--- src/rtl/led_frame_decoder_pkg.sv ---
// Shared types and default constants for the LED frame decoder.
package led_frame_decoder_pkg;

   localparam int DEF_NUM_LEDS     = 24;
   localparam int DEF_LOAD_CYCLES  = 4;
   localparam int DEF_LATCH_CYCLES = 2000;
   localparam int COLOR_W          = 24;

   // GRB word, MSB shifted out first
   typedef logic [COLOR_W-1:0] color_t;

   typedef enum logic [2:0] {
      ST_IDLE  = 3'd0,
      ST_RECV  = 3'd1,
      ST_LOAD  = 3'd2,
      ST_WAIT  = 3'd3,
      ST_LATCH = 3'd4
   } state_t;

endpackage

--- src/rtl/led_frame_decoder_spi_sync_edge.sv ---
// Two-flop synchronizer for one asynchronous SPI line plus rise/fall detect.
module spi_sync_edge
   import led_frame_decoder_pkg::*;
(
   input  logic clk,
   input  logic reset,
   input  logic i_async,
   output logic o_level,
   output logic o_rise,
   output logic o_fall
);

   logic r_meta;
   logic r_sync;
   logic r_prev;

   // Synchronizer chain; r_prev holds the last synchronized value for edge detect
   always_ff @(posedge clk) begin
      if (reset) begin
         r_meta <= 1'b0;
         r_sync <= 1'b0;
         r_prev <= 1'b0;
      end else begin
         r_meta <= i_async;
         r_sync <= r_meta;
         r_prev <= r_sync;
      end
   end

   assign o_level = r_sync;
   assign o_rise  = r_sync & ~r_prev;
   assign o_fall  = ~r_sync & r_prev;

endmodule

--- src/rtl/led_frame_decoder.sv ---
// Receives GRB words over SPI into a frame buffer, then streams them to the
// LED control unit with a load/word_done handshake and a closing latch gap.
module led_frame_decoder
   import led_frame_decoder_pkg::*;
#(
   parameter int NUM_LEDS     = DEF_NUM_LEDS,
   parameter int LOAD_CYCLES  = DEF_LOAD_CYCLES,
   parameter int LATCH_CYCLES = DEF_LATCH_CYCLES
) (
   input  logic   clk,
   input  logic   reset,
   input  logic   sck,
   input  logic   sdi,
   input  logic   ce,
   input  logic   word_done,
   output color_t colorbits,
   output logic   load,
   output logic   busy,
   output logic   overflow,
   output logic   dropped
);

   localparam int PW = $clog2(NUM_LEDS + 1);
   localparam int LW = (LOAD_CYCLES > 1) ? $clog2(LOAD_CYCLES) : 1;
   localparam int TW = (LATCH_CYCLES > 1) ? $clog2(LATCH_CYCLES) : 1;
   localparam logic [PW-1:0] FULL       = PW'(NUM_LEDS);
   localparam logic [LW-1:0] LOAD_LAST  = LW'(LOAD_CYCLES - 1);
   localparam logic [TW-1:0] LATCH_LAST = TW'(LATCH_CYCLES - 1);

   state_t          r_state;
   logic [PW-1:0]   r_wr_ptr;
   logic [PW-1:0]   r_rd_ptr;
   logic [PW-1:0]   r_count;
   logic [4:0]      r_bit_cnt;
   logic [22:0]     r_shift;
   logic [LW-1:0]   r_load_cnt;
   logic [TW-1:0]   r_latch_cnt;
   color_t          r_color;
   logic            r_overflow;
   logic            r_dropped;
   color_t          r_buf [NUM_LEDS];

   logic            w_sck_lvl, w_sck_rise, w_sck_fall;
   logic            w_sdi, w_sdi_rise, w_sdi_fall;
   logic            w_ce_lvl, w_ce_rise, w_ce_fall;
   logic            w_unused_edges;
   logic            w_bit_take;
   logic            w_wr_en;
   color_t          w_word;
   logic [PW-1:0]   w_rd_next;
   logic [PW-1:0]   w_rd_idx;
   color_t          w_rd_word;

   spi_sync_edge u_sck (.clk(clk), .reset(reset), .i_async(sck),
                        .o_level(w_sck_lvl), .o_rise(w_sck_rise), .o_fall(w_sck_fall));
   spi_sync_edge u_sdi (.clk(clk), .reset(reset), .i_async(sdi),
                        .o_level(w_sdi), .o_rise(w_sdi_rise), .o_fall(w_sdi_fall));
   spi_sync_edge u_ce  (.clk(clk), .reset(reset), .i_async(ce),
                        .o_level(w_ce_lvl), .o_rise(w_ce_rise), .o_fall(w_ce_fall));

   assign w_unused_edges = ^{w_sck_lvl, w_sck_fall, w_sdi_rise, w_sdi_fall};

   assign w_bit_take = (r_state == ST_RECV) && w_sck_rise && w_ce_lvl;
   assign w_word     = {r_shift, w_sdi};
   assign w_wr_en    = w_bit_take && (r_bit_cnt == 5'd23) && (r_wr_ptr != FULL);
   assign w_rd_next  = r_rd_ptr + PW'(1);
   // Single read port: slot 0 when a frame closes, next slot while streaming
   assign w_rd_idx   = (r_state == ST_RECV) ? '0 : w_rd_next;
   assign w_rd_word  = r_buf[w_rd_idx];

   // Frame buffer write port; contents deliberately survive reset and frames
   always_ff @(posedge clk) begin
      if (w_wr_en)
         r_buf[r_wr_ptr] <= w_word;
   end

   // Main receive/stream FSM with its pointers, counters and sticky flags
   always_ff @(posedge clk) begin
      if (reset) begin
         r_state     <= ST_IDLE;
         r_wr_ptr    <= '0;
         r_rd_ptr    <= '0;
         r_count     <= '0;
         r_bit_cnt   <= '0;
         r_shift     <= '0;
         r_load_cnt  <= '0;
         r_latch_cnt <= '0;
         r_color     <= '0;
         r_overflow  <= 1'b0;
         r_dropped   <= 1'b0;
      end else begin
         // A new frame while streaming is refused; it never reaches RECV
         if (w_ce_rise && (r_state inside {ST_LOAD, ST_WAIT, ST_LATCH}))
            r_dropped <= 1'b1;
         case (r_state)
            ST_IDLE: begin
               if (w_ce_rise) begin
                  r_state    <= ST_RECV;
                  r_wr_ptr   <= '0;
                  r_bit_cnt  <= '0;
                  r_overflow <= 1'b0;
                  r_dropped  <= 1'b0;
               end
            end
            ST_RECV: begin
               if (w_ce_fall) begin
                  r_bit_cnt <= '0;
                  if (r_wr_ptr == '0) begin
                     r_state <= ST_IDLE;
                  end else begin
                     r_state    <= ST_LOAD;
                     r_rd_ptr   <= '0;
                     r_count    <= r_wr_ptr;
                     r_load_cnt <= '0;
                     r_color    <= w_rd_word;
                  end
               end else if (w_bit_take) begin
                  r_shift <= w_word[22:0];
                  if (r_bit_cnt == 5'd23) begin
                     r_bit_cnt <= '0;
                     if (r_wr_ptr == FULL)
                        r_overflow <= 1'b1;
                     else
                        r_wr_ptr <= r_wr_ptr + PW'(1);
                  end else begin
                     r_bit_cnt <= r_bit_cnt + 5'd1;
                  end
               end
            end
            ST_LOAD: begin
               if (r_load_cnt == LOAD_LAST)
                  r_state <= ST_WAIT;
               else
                  r_load_cnt <= r_load_cnt + LW'(1);
            end
            ST_WAIT: begin
               if (word_done) begin
                  r_rd_ptr <= w_rd_next;
                  if (w_rd_next < r_count) begin
                     r_state    <= ST_LOAD;
                     r_load_cnt <= '0;
                     r_color    <= w_rd_word;
                  end else begin
                     r_state     <= ST_LATCH;
                     r_latch_cnt <= '0;
                  end
               end
            end
            ST_LATCH: begin
               if (r_latch_cnt == LATCH_LAST)
                  r_state <= ST_IDLE;
               else
                  r_latch_cnt <= r_latch_cnt + TW'(1);
            end
            default: r_state <= ST_IDLE;
         endcase
      end
   end

   assign colorbits = r_color;
   assign load      = (r_state == ST_LOAD);
   assign busy      = !((r_state == ST_IDLE) || (r_state == ST_RECV));
   assign overflow  = r_overflow;
   assign dropped   = r_dropped;

endmodule

--- config.mk ---
export PLATFORM = sky130hd
export DESIGN_NAME = led_frame_decoder
export DESIGN_NICKNAME = d
export VERILOG_FILES = /design/src/rtl/led_frame_decoder_pkg.sv /design/src/rtl/led_frame_decoder_spi_sync_edge.sv /design/src/rtl/led_frame_decoder.sv
export SDC_FILE = /design/constraint.sdc
export NUM_CORES = 1
export LEC_CHECK = 0
export CORE_UTILIZATION = 35
export CTS_BUF_LIST = sky130_fd_sc_hd__clkbuf_8
export CTS_CLUSTER_SIZE = 10
export DETAILED_ROUTE_END_ITERATION = 10
export HOLD_SLACK_MARGIN = 0.08
export PLACE_DENSITY = 0.53
export SLEW_MARGIN = 20
export SYNTH_ARGS = -nofsm -noshare
export SYNTH_HDL_FRONTEND = slang
export SYNTH_SLANG_ARGS = --single-unit
--- constraint.sdc ---
create_clock -name clk -period 4.2 [get_ports clk]
set_input_delay 0.84 -clock clk [delete_from_list [all_inputs] [get_ports clk]]
set_output_delay 0.84 -clock clk [all_outputs]
set_load 0.01 [all_outputs]
======== Word level (Yosys, flattened, before mapping) ========
Memory sizes are Yosys's and may differ from the RTL's.
Cells that the tools add are included.
Widths: inputs -> output; s select.
storage, ports and cells
  memories kept ........................... 1
  output and inout port bits .............. 28
  bits in read-only memories .............. 0
  latch bits .............................. 0
  bits of input ports ..................... 6
  logic and storage cells ................. 132
  register bits after elaboration ......... 93
  bits in writable memories ............... 576
memories
  name   words  bits a word  rd ports  clocked after memory_dff  write ports  line                     text
  r_buf  24     24           1         0                         1            led_frame_decoder.sv:41  color_t r_buf [NUM_LEDS];
operators by class
  multiply operators ...................... 0
  divide/modulo/power cells ............... 0
  muxes and demuxes ....................... 49
  shifts and indexed selects .............. 0
  add/subtract/negate cells ............... 5
  bitwise operators ....................... 8
  equality and inequality tests ........... 25
  reduce and logical (&&, ||, !) cells .... 24
  order comparisons ....................... 1
operators with widths
  operator               count
  $mux 24                4
  $mux 5                 12
  $pmux 24 s2            1
  $mux 11                3
  $pmux 5 s2             3
  $pmux 11 s2            1
  $mux 3                 6
  $ne 2x2->1 const B     9
  $reduce_and 6->1       3
  $add 5x1->5 const B    3
  $pmux 3 s5             1
  $mux 2                 6
  $ne 2x1->1 const B     6
  $add 11x1->11 const B  1
  $eq 11x11->1 const B   1
  $eq 5x5->1 const B     2
  $mux 1                 10
  $reduce_and 5->1       2
  $reduce_and 3->1       3
  $reduce_and 4->1       2
  $eq 3x2->1 const B     2
  $pmux 2 s3             1
  $reduce_bool 2->1      3
  $reduce_bool 3->1      2
  15 further kinds       25

======== Longest topological paths before layout ========
  word-level depth ........................ 8
  mapped depth ............................ 15

======== By module ========
Synthesis repeated with hierarchy kept, for this count alone.
second synthesis, totals
  cell total of the unflattened synthesis .. 1839
  area, all modules ....................... 26944.6 sq um
modules (own cells, without submodules)
  module             times used  cells an instance  seq. area each (sq um)  area each (sq um)
  led_frame_decoder  1           1815               18998.2                 26670.6
  spi_sync_edge      3           8                  60.1                    91.3

======== Least setup slack after synthesis ========
Ideal clock, no wire load.
  path type ............................... reg-to-reg
  from .................................... reg r_state[0]
  to ...................................... mem r_buf[15][0] (netlist name), enable pin
  period minus slack after synthesis ...... 2.965 ns
  stages on the path, launching flop included .. 7
  setup slack ............................. 1.235 ns
  arrival ................................. 2.561 ns
  cells stage by stage .................... dfxtp_1 > clkbuf_1 > and4b_1 > nand2_1 > nor3_1 > nand2_1 > nor2_1
between the ends
  longest elaborated chain between the ends .. 7
RTL lines
  item                            line                      text
  start, declared                 led_frame_decoder.sv:30   state_t r_state;
  start signal, assigned          led_frame_decoder.sv:80   r_state <= ST_IDLE;
  start signal, assigned          led_frame_decoder.sv:98   r_state <= ST_RECV;
  start signal, assigned          led_frame_decoder.sv:109  r_state <= ST_IDLE;
  $eq 3x1->1                      led_frame_decoder.sv:63   assign w_bit_take = (r_state == ST_RECV) && w_sck_rise && w_ce_lvl;
  $logic_and 1x1->1 (2 in a row)  led_frame_decoder.sv:63
  $logic_and 1x1->1 (2 in a row)  led_frame_decoder.sv:65   assign w_wr_en = w_bit_take && (r_bit_cnt == 5'd23) && (r_wr_ptr != FULL);
  $mux 1                          led_frame_decoder.sv:73   if (w_wr_en)
  $mux 1 (implied by the code)    led_frame_decoder.sv:74   r_buf[r_wr_ptr] <= w_word;
  end, declared                   led_frame_decoder.sv:41
No other way between the ends.

======== Final worst setup path ========
  from .................................... reg r_rd_ptr[0]
  to ...................................... reg r_color[3], in the netlist colorbits[3]
between the ends
  longest elaborated chain between the ends .. 6
RTL lines
  item                        line                                                text
  start, declared             led_frame_decoder.sv:32                             logic [PW-1:0] r_rd_ptr;
  start signal, assigned      led_frame_decoder.sv:138                            r_rd_ptr <= w_rd_next;
  $add 5x1->5 *               led_frame_decoder.sv:66                             assign w_rd_next = r_rd_ptr + PW'(1);
  $mux 5                      led_frame_decoder.sv:68                             assign w_rd_idx = (r_state == ST_RECV) ? '0 : w_rd_next;
  $mem_v2 24x24               -
  $mux 24 (on tied branches)  led_frame_decoder.sv:139, led_frame_decoder.sv:108
  $mux 24 (on tied branches)  led_frame_decoder.sv:137, led_frame_decoder.sv:106
  $pmux 24 s2                 led_frame_decoder.sv:95                             case (r_state)
  end signal, assigned        led_frame_decoder.sv:115                            r_color <= w_rd_word;
  end signal, assigned        led_frame_decoder.sv:142                            r_color <= w_rd_word;
  end, declared               led_frame_decoder.sv:38                             color_t r_color;
Every way passes the cells marked *; elsewhere a longest branch is shown, timed or not. The select of a mux whose other input is x is not followed.
A chain may end at the register's enable or synchronous reset.

==> impl_metrics.ini <==
[power_and_ir_drop]
finalPower_uw = 13580
ir_drop_v = 0.0002401
pwr_density_cell_mw_per_mm2 = 441.9
p_leak_uw = 0.009837

[finish]
nets = 2015
fill_cells = 7123
drive_gt1_frac = 0.1378
area_growth_syn_to_layout_pct = 12.94

[routing]
vias_per_cell = 5.583
finalWirelength_um = 76790
first_pass_iters = 6
drt_iter0_drc = 1574
drc = 0
routedWlPerCell_um = 24.66
vias = 17390
ant_nets = 0

[yosys]
ys.warnings.count = 0
syn_inst = 1950
yosysSeqAreaShare = 0.7040
ys.flop_type = edfxtp_1
synth_cell_type_count = 69
synth-edff-count = 576
ys_ff_latch = 669
syn_area_per_cell_um2 = 13.96
synth_nets = 1968
syn_area_mm2 = 0.02721
synthArstFlopShare = 0

[die]
start_util = 0.3559
die_w_um = 280.8
core_region_area_mm2 = 0.07645
fp.dieH_um = 280.8
rows = 101
io_pins = 34
dieArea_mm2 = 0.07887

[clock_network]
cts_setup_buffers = 0
cts_buffers = 105
holdBufCountCts = 0
cts_sinks = 669
cts_tree = yes
clk_latency_ns = 0.73
cts_htree_levels = 3
clkTransAtPathRegs_ns = 0.06
post_cts_resized = 0
cts.path.max_buffers = 3
cts_root_buffer = clkbuf_8

[run]
cap_viol_max_count = 0

[worst_setup_path]
slowest_delay_ns = 0.67
reg2regPathDepth = 8
r2r_slack_ns = 1.02
timing_worst_setup_path_type = register to register
cp_slowest_cell = nand2_1
worst_ep_arrival_time_ns = 3.79
worstPathRequired_ns = 4.81
cpMostUsedCell = buf_4
reg2reg_to = colorbits[3]
startpoint_type = register
crit_path_end_kind = register
cp-startpoint = r_rd_ptr[0]
crit_path_end = colorbits[3]
crit_fanout = 55
path_cells = buf_4, nand2_1, buf_4, o32ai_1, o22ai_1, o21ai_0, a31oi_1, a21o_1
crit-reg2reg-launch = r_rd_ptr[0]

[global_routing]
grtUsageMet1 = 0.2701
grt_pass1_vias = 16820
grt_usage = 0.1943
grt_max_degree = 179
grt.met3_usage = 0.03284
antenna_found_initial = 1
grt_first_pass_wirelength_um = 112400
busiest_layer = met2
grt-ovfl-total = 0
grtUsageMet2 = 0.3060

[sta]
tightest_slew_ns = 1.070
fmax_mhz = 314.6
slew_viol_final = 0
period_share = 0.7567
rsz0062_at_grt = false
relSlewSlack = 0.2856
clock_skew_ns = 0.04516
hold_viol_final = 0
setup_viol = 0
min_period_ns = 3.178
tns_ns = 0

[min_path]
hp-class = register to register

[place]
dp_hpwl_um = 41150
gp_congestion = 0.7998
io_buffers = 33

[outcome]
outcome = finished, final reports clean
## sequential cells by signal, indices dropped and copies added (netlist names), 5 cells and up
register	cells
r_latch_cnt	11
r_bit_cnt	5
r_rd_ptr	5
r_wr_ptr	5
r_buf	576
colorbits	24
r_count	5
r_shift	23
## layer usage
layer | routed length (µm) | vias up | part of all wire
met3 | 4979 | 130 | 0.065
met4 | 2216 | 0 | 0.029
met2 | 35900 | 648 | 0.47
met1 | 33700 | 8886 | 0.44
met5 | 0 | - | 0
li1 | - | 7722 | -
## worst min path at each step
stage	end	cells after the start	startpoint
after CTS	u_ce.o_level	1	u_ce.r_meta
after global placement	u_ce.o_level	1	u_ce.r_meta
after floorplan	u_ce.o_level	1	u_ce.r_meta
final	u_ce.o_level	1	u_ce.r_meta
after global routing	u_sck.o_level	1	u_sck.r_meta
after detailed placement	u_sck.o_level	1	u_sck.r_meta
## through the flow
stage	cell area, µm²	instances	setup WS, ns	util	hold slack (ns)
global route	30730	3114	0.8471	0.4020	0.4621
floorplan	27210	1950	1.235	-	0.4138
CTS	30730	3113	1.014	0.4019	0.4559
detailed placement	28820	2920	1.019	0.3769	0.4293
global placement	28810	2920	1.028	0.3768	0.4406
finish	30730	3114	1.022	0.4020	0.4490
## cells by family after synthesis
kind of cell,synth area share
buf+inv,0.03076
xor+xnor,0.004460
flops,0.7040
simple gates,0.07991
compound gates,0.1337
fa+ha+maj,0.005517
mux,0.04161
## cells in the mapped netlist, types with 4 or more instances
cell type | instances | share of area
edfxtp_1 | 576 | 0.64
o21ai_0 | 125 | 0.023
a21oi_1 | 110 | 0.020
nor3_1 | 109 | 0.020
nor2_1 | 106 | 0.015
clkbuf_1 | 97 | 0.013
dfxtp_1 | 93 | 0.068
nand2_1 | 71 | 0.0098
a211oi_1 | 49 | 0.014
o22ai_1 | 48 | 0.011
nand2b_1 | 37 | 0.0085
buf_2 | 36 | 0.0066
nand3_1 | 36 | 0.0066
nor2b_1 | 35 | 0.0080
inv_1 | 31 | 0.0043
mux2i_1 | 31 | 0.011
a21o_1 | 27 | 0.0074
o211ai_1 | 26 | 0.0072
a31oi_1 | 25 | 0.0057
a221o_1 | 24 | 0.0088
mux4_2 | 24 | 0.020
o221ai_1 | 24 | 0.0077
o311ai_0 | 24 | 0.0077
o31ai_1 | 24 | 0.0066
o32ai_1 | 24 | 0.0077
mux2_2 | 22 | 0.0091
ha_1 | 12 | 0.0055
buf_4 | 9 | 0.0025
xnor2_1 | 9 | 0.0029
and2_1 | 8 | 0.0018
buf_6 | 7 | 0.0029
buf_1 | 5 | 0.00069
nand3b_1 | 5 | 0.0014
o21ai_1 | 5 | 0.00092
nand4_1 | 4 | 0.00092
## cells in the final DEF (no fill, tap or decap), drive strengths merged, types with 48 or more instances in the layout
cell type and n:
a211oi 51, a21oi 111, buf 62, clkbuf 115, dfxtp 93, edfxtp 576, inv 84, nand2 71
nor2 108, nor3 110, o21ai 131, o22ai 48
## report_power, final
group	switching, µW	total (µW)	internal [µW]
clock network	2570	5080	2510
registers	99.2	7270	7170
logic	775	1240	461
total	3450	13600	10100
## worst max-delay path, delay by kind of cell, from the launching register on
kind                   cells  cell delay [ns]
buffers and inverters      2             1.06
AO/OA/AOI/OAI              5             0.86
AND/OR/NAND/NOR            1             0.67
flip-flops                 1             0.49
## cell type report
| cell class | count | area, µm² | share of cell area |
|---|---|---|---|
| tap | 1030 | 1289 | 0.04193 |
| timing repair buffer | 94 | 839.6 | 0.02732 |
| clock inverter | 78 | 331.6 | 0.01079 |
| multi-input combinational | 1093 | 7396 | 0.2406 |
| inverter | 34 | 128.9 | 0.004193 |
| sequential | 669 | 19160 | 0.6236 |
| antenna | 1 | 2.502 | 0.00008142 |
| clock buffer | 115 | 1583 | 0.05150 |
Power figures use the tool's default switching activity.
